File: src/rtl/ble_rx_queue.sv
// Buffers UART RX bytes in a FIFO and writes each one to RAM inside a circular word window.
// Latency: strobe -> count+1 next cycle -> cyc one cycle later (CPU idle); cyc drops on the cycle after ack.
// Backpressure: none toward uart_rx; a full FIFO drops the byte and sets sticky overflow. RAM side waits for ack.
module ble_rx_queue #(
    parameter int          BITS   = 8,
    parameter int          DEPTH  = 16,
    parameter logic [31:0] ADR_LL = 32'h730,
    parameter logic [31:0] ADR_UL = 32'h1FFC
) (
    input  logic                     i_wb_clk,
    input  logic                     i_wb_rst,
    input  logic [BITS-1:0]          i_rx_dat,
    input  logic                     i_rx_done,
    input  logic                     i_cpu_cyc,
    output logic [31:0]              o_wb_adr,
    output logic [31:0]              o_wb_dat,
    output logic [3:0]               o_wb_sel,
    output logic                     o_wb_we,
    output logic                     o_wb_cyc,
    input  logic                     i_wb_ack,
    output logic                     o_grant,
    output logic [$clog2(DEPTH):0]   o_count,
    output logic                     o_overflow
);

    localparam int          AW   = $clog2(DEPTH);
    localparam logic [AW:0] FULL = (AW+1)'(DEPTH);

    typedef enum logic {S_IDLE, S_WRITE} state_t;

    // FIFO storage and bookkeeping
    logic [BITS-1:0] mem_q [DEPTH];
    logic [AW-1:0]   wr_idx_q;
    logic [AW-1:0]   rd_idx_q;
    logic [AW:0]     count_q;
    logic [AW:0]     count_d;
    logic            ovf_q;
    logic            push;
    logic            pop;

    // Bus-side state
    state_t          state_q;
    state_t          state_d;
    logic            cyc_q;
    logic            cyc_d;
    logic [31:0]     adr_q;
    logic [31:0]     adr_d;
    logic [31:0]     dat_q;
    logic [31:0]     dat_d;
    logic [31:0]     ptr_q;
    logic [31:0]     ptr_d;

    // Fullness is judged on the pre-edge count, so a simultaneous pop does not make room
    assign push = i_rx_done && (count_q != FULL);

    // Occupancy update: push and pop on the same edge cancel out
    always_comb begin
        count_d = count_q;
        case ({push, pop})
            2'b10:   count_d = count_q + 1'b1;
            2'b01:   count_d = count_q - 1'b1;
            default: count_d = count_q;
        endcase
    end

    // FIFO pointers, occupancy and sticky overflow flag
    always_ff @(posedge i_wb_clk) begin
        if (i_wb_rst) begin
            wr_idx_q <= '0;
            rd_idx_q <= '0;
            count_q  <= '0;
            ovf_q    <= 1'b0;
        end else begin
            if (push) begin
                wr_idx_q <= wr_idx_q + 1'b1;
            end
            if (pop) begin
                rd_idx_q <= rd_idx_q + 1'b1;
            end
            count_q <= count_d;
            if (i_rx_done && !push) begin
                ovf_q <= 1'b1;
            end
        end
    end

    // Byte storage; contents are don't-care after reset because the pointers are cleared
    always_ff @(posedge i_wb_clk) begin
        if (push) begin
            mem_q[wr_idx_q] <= i_rx_dat;
        end
    end

    // Write sequencer: start only when the CPU is idle, never preempted once started
    always_comb begin
        state_d = state_q;
        cyc_d   = cyc_q;
        adr_d   = adr_q;
        dat_d   = dat_q;
        ptr_d   = ptr_q;
        pop     = 1'b0;
        case (state_q)
            S_IDLE: begin
                if ((count_q != '0) && !i_cpu_cyc) begin
                    state_d = S_WRITE;
                    cyc_d   = 1'b1;
                    adr_d   = ptr_q;
                    dat_d   = 32'(mem_q[rd_idx_q]);
                end
            end
            S_WRITE: begin
                if (i_wb_ack) begin
                    pop     = 1'b1;
                    cyc_d   = 1'b0;
                    state_d = S_IDLE;
                    ptr_d   = (ptr_q == ADR_UL) ? ADR_LL : ptr_q + 32'd4;
                end
            end
            default: state_d = S_IDLE;
        endcase
    end

    // Sequencer registers; reset abandons any in-flight write
    always_ff @(posedge i_wb_clk) begin
        if (i_wb_rst) begin
            state_q <= S_IDLE;
            cyc_q   <= 1'b0;
            adr_q   <= '0;
            dat_q   <= '0;
            ptr_q   <= ADR_LL;
        end else begin
            state_q <= state_d;
            cyc_q   <= cyc_d;
            adr_q   <= adr_d;
            dat_q   <= dat_d;
            ptr_q   <= ptr_d;
        end
    end

    assign o_wb_adr   = adr_q;
    assign o_wb_dat   = dat_q;
    assign o_wb_sel   = {4{cyc_q}};
    assign o_wb_we    = cyc_q;
    assign o_wb_cyc   = cyc_q;
    assign o_grant    = cyc_q;
    assign o_count    = count_q;
    assign o_overflow = ovf_q;

endmodule

File: config.mk
export PLATFORM = sky130hd
export DESIGN_NAME = ble_rx_queue
export DESIGN_NICKNAME = d
export VERILOG_FILES = /design/src/rtl/ble_rx_queue.sv
export SDC_FILE = /design/constraint.sdc
export NUM_CORES = 1
export LEC_CHECK = 0
export CAP_MARGIN = 25
export CELL_PAD_IN_SITES_DETAIL_PLACEMENT = 1
export CELL_PAD_IN_SITES_GLOBAL_PLACEMENT = 2
export CORE_ASPECT_RATIO = 0.9
export CORE_MARGIN = 4
export CORE_UTILIZATION = 39
export DETAILED_ROUTE_END_ITERATION = 8
export GPL_ROUTABILITY_DRIVEN = 0
export PLACE_DENSITY = 0.87
export SYNTH_ARGS = -nofsm -noshare
export SYNTH_HDL_FRONTEND = slang
export SYNTH_SLANG_ARGS = --single-unit
export TNS_END_PERCENT = 20
File: constraint.sdc
create_clock -name i_wb_clk -period 3.5 [get_ports i_wb_clk]
set_input_delay 0.7 -clock i_wb_clk [delete_from_list [all_inputs] [get_ports i_wb_clk]]
set_output_delay 0.7 -clock i_wb_clk [all_outputs]
set_load 0.01 [all_outputs]
[Word-level counts from Yosys, hierarchy flattened]
Memory sizes are Yosys's and may differ from the RTL's. A register that Yosys moved wholly into a read port is not among the register bits.
Index checks and enable logic that the tools add are counted.
Storage, ports and cells
  word-level logic and storage cells: 43
  bits in writable memories: 128
  output and inout port bits: 77
  bits in registers: 80
  input bits: 13
  memories kept: 1
Operators by class
  $add $sub $neg: 5
  multiplexer cells: 12
  eq/ne operators: 6
  bitwise operators: 1
  reduce and logical (&&, ||, !) cells: 10
Memories
  mem_q: words 16, width 8, read ports 1, clocked after memory_dff 1, write ports 1, line 32  | logic [BITS-1:0] mem_q [DEPTH];
Operators by type and width (number)
  32-bit by 3-bit adder with 32-bit output, second input constant: 1
  32-bit by 13-bit == test with 1-bit output, second input constant: 1
  32-bit 2-to-1 mux: 1
  5-bit one-hot mux with 2 select lines: 1
  4-bit by 1-bit adder with 4-bit output, second input constant: 2
  1-bit 2-to-1 mux: 8
  2-bit AND reduction: 3
  5-bit by 1-bit adder with 5-bit output, second input constant: 1
  5-bit inequality test, second input constant: 1
  5-bit nonzero test: 1
  5-bit by 1-bit subtractor with 5-bit output, second input constant: 1
  2-bit inequality test, second input constant: 2
  1-bit one-hot mux with 2 select lines: 2
  1-bit logical AND: 3
  2-bit by 1-bit == test with 1-bit output, second input constant: 1
  2-bit == test, second input constant: 1
  1-bit logical NOT: 2
  2-bit nonzero test: 1
  1-bit NOT: 1

[Longest topological paths before layout]
  depth in word-level cells: 4
  depth in mapped cells: 12
  depth with buffers taken out: 10

[Worst setup path before layout]
No wires, ideal clock.
  path kind: register -> register
  start: reg count_q[1] (netlist: o_count[1])
  end: reg count_q[4] (netlist: o_count[4])
  arrival: 2.777 ns
  setup slack: 0.603 ns
  stages on the path, launching flop included: 13
  clock period less this slack: 2.897 ns
  path buffers: 2
  cell sequence: dfxtp_1 -> clkbuf_1 -> nor4_1 -> a21boi_1 -> inv_1 -> ha_1 -> clkbuf_1 -> xor2_1 -> ha_1 -> o21a_1 -> o21a_1 -> o32ai_1 -> mux2_2
On the way
  longest elaborated chain between the ends: 4
RTL lines
  start: declaration: line 35  | logic [AW:0] count_q;
  start signal: assignment: line 80  | count_q <= count_d;
  parallel branches: the longest is 4 deep, another holds 5-bit by 1-bit subtractor with 5-bit output
Several ways; the timed one is not identified.
A chain may end at the register's enable or synchronous reset.

[Final worst setup path]
Ends and elaborated chain as after synthesis.

==> summary.md <==
| Metric | Value |
|---|---|
| Slew margin rel. | 45.31% |
| Fin crit share | 90.54% |
| Max clock buf depth | 3 |
| Power density cells | 541.4 nW/um^2 |
| Critical Path Fanout Max | 10 |
| FP Rows | 52 |
| Syn Inst Count | 741 |
| FF-to-FF path depth | 10 |
| Worst EP arrival | 3590 ps |
| Routed Antenna Nets | 0 |
| HP Class | flip-flop to flip-flop |
| Setup TNS | 0 ps |
| Drt wl/cell | 18.73 um |
| Tot GR Track Use | 16.03% |
| Die Ht | 151.8 um |
| First-pass GRT wire length | 32.72 mm |
| Static Leak | 3.417 nW |
| Fillers | 2365 |
| Hold endpoint | o_wb_adr[15]$_SDFFE_PP0P_ |
| Post-synth top flop | edfxtp_1 |
| Avg Inst Size Synth | 12.09 sq um |
| Final hold slack | 453.3 ps |
| Hold path cells | 2 |
| Final Max Slew Viols | 0 |
| Pin count of the biggest net entering global routing | 62 |
| CTS tree | done |
| Clk sinks | 212 |
| I/O pins | 90 |
| Commonest non-fill, non-tap cell in the layout | edfxtp_1 |
| Vias per cell | 5.282 |
| PostCTS Resize Cnt | 0 |
| Synth area leaders | edfxtp_1, dfxtp_1, mux2i_1 |
| CTS buffer count | 25 |
| Final Core Density | 47.30% |
| Max cap viols | 0 |
| Final instance area | 10650 sq um |
| Outcome | finished clean |
| Final setup fails | 0 |
| Final setup margin | 331.1 ps |
| Vias in the first global route | 5923 |
| # nets final | 828 |
| Post-CTS Setup Inserts | 0 |
| FMAX | 315.6 MHz |
| Yosys reg bits | 212 |
| CTS root buf | clkbuf_16 |
| Yosys cell types | 53 |
| Placed cell area | 9842 sq um |
| Worst slew pin tran | 812.8 ps |
| Register area | 5527 sq um |
| Async SR Flop Fraction | 0% |
| Multi-input logic area | 3055 sq um |
| Yosys top cell area share | 42.92% |
| GRT overflow | 0 |
| R2r setup slk | 330 ps |
| Skew-Pair Late Insertion Delay | 530 ps |
| Final hold viol count | 0 |
| Die area | 25460 sq um |
| Reg-to-Reg Start | o_count[1]$_SDFFE_PP0P_ |
| Endpoint class of the critical path | flip-flop |
| Critical path launch point type | flip-flop |
| IO buf count | 63 |
| CTS Hold Buffers Added | 0 |
| H-tree levels | 1 |
| Critical path required time | 3920 ps |
| DRC | 0 |
| Max VDD drop | 0.0004702 V |
| WL final | 20.96 mm |
| Worst setup path category | flip-flop to flip-flop |
| Min-delay src | o_wb_adr[15]$_SDFFE_PP0P_ |
| Pre-CTS setup slack | 246.5 ps |
| Clock-pin transition on the worst setup and hold timing paths | 60 ps |
| Post-synthesis sequential area ratio | 61.69% |
| RSZ-0062 raised after global routing | false |
| Pre-antenna DRT Iters | 4 |
| Detailed placer's ending HPWL | 13.84 mm |
| Initial antenna violation count | 0 |
| Diodes inserted | 0 |
| 1st-iter DRT viols | 383 |
| Area grow syn2layout | 18.90% |
| Crit. Startpoint | o_count[1]$_SDFFE_PP0P_ |
| Setup Skew | 12.88 ps |
| Core Area | 22510 sq um |
| Starting Density | 39.78% |
| Number of synthesized flops with an enable pin | 128 |
| Synth area leader | edfxtp_1 |
| Tmin final | 3169 ps |
| YS warnings | 0 |
| Post-synthesis cell area | 8956 sq um |
| Share of cells above drive strength 1 | 10.83% |
| Routed vias | 5911 |
| Endpoint of the worst-slack reg-to-reg timing path | o_count[4]$_SDFFE_PP0P_ |
| Most frequent cells in the layout | edfxtp_1, nand2_1, dfxtp_1 |
| Die width | 167.7 um |
## cells by family (layout without fill, tap and decap cells)
group           count (synthesis)  count (layout)  synth area share, %
flops                         212             212                61.69
simple gates                  212             212                11.64
compound gates                145             145                10.27
buf+inv                        92             148                5.462
mux                            53              53                7.893
xor+xnor                       15              15                1.467
fa+ha+maj                      11              11                1.537
other cells                     1              26              0.04187
## cell usage after synthesis (12+ instances only)
master,n
a21oi_1,49
a22oi_1,12
a31oi_1,13
buf_4,33
clkbuf_1,33
dfxtp_1,84
edfxtp_1,128
mux2i_1,38
mux4_2,14
nand2_1,90
nand3_1,14
nor2_1,31
o21ai_0,22
o31ai_1,12
or4_1,16
## routing by layer
| metal | part of all wire (%) | global-route usage (%) | up-vias |
|---|---|---|---|
| met4 | 2.5 | 4.909 | 0 |
| met3 | 3.5 | 2.412 | 32 |
| met1 | 45 | 21.43 | 2953 |
| met2 | 49 | 27.30 | 92 |
| met5 | 0 | 0 | - |
| li1 | - | - | 2834 |
## worst max path at each step
stage                                          to  depth (start not counted)
after floorplan           o_count[4]$_SDFFE_PP0P_                         12
after global placement    o_count[4]$_SDFFE_PP0P_                         10
after detailed placement  o_count[4]$_SDFFE_PP0P_                         10
after CTS                 o_count[4]$_SDFFE_PP0P_                         10
after global routing      o_count[4]$_SDFFE_PP0P_                         10
final                     o_count[4]$_SDFFE_PP0P_                         10
## area by class of cell
class / count / share of cell area, %
Clock inverter: 9 / 1.093
Sequential cell: 212 / 51.90
Multi-Input combinational cell: 462 / 28.69
Inverter: 10 / 0.3525
Tap cell: 297 / 3.490
Timing Repair Buffer: 93 / 7.990
Clock buffer: 36 / 6.486
## stage by stage
stage,instances,power (mW)
2_1_floorplan,766,3.096
6_report,1119,5.765
3_3_place_gp,1074,3.285
3_5_place_dp,1074,3.303
4_1_cts,1119,5.829
5_1_grt,1119,5.991
## report_power, final
group	total (mW)	internal [mW]	switching, mW	leakage, nW
combinational	0.465	0.190	0.275	1.19
sequential	2.78	2.72	0.0662	1.84
clock	2.52	1.53	0.990	0.386
## sequential cells by signal (all words and copies together), names as in the netlist
register,cells
mem_q,128
o_count,5
o_grant,1
o_overflow,1
o_wb_adr,30
o_wb_dat,8
ptr_q,30
rd_idx_q,4
state_q,1
wr_idx_q,4
## worst max-delay path: stages (launching register included)
cell,delay [ps]
dfxtp_1,410
nor4_1,750
a21boi_1,210
inv_1,120
ha_1,360
xor2_1,130
ha_1,240
o21a_1,180
o21a_1,160
o32ai_1,130
mux2_2,360
Note: power is estimated with default switching activity, not from simulation.
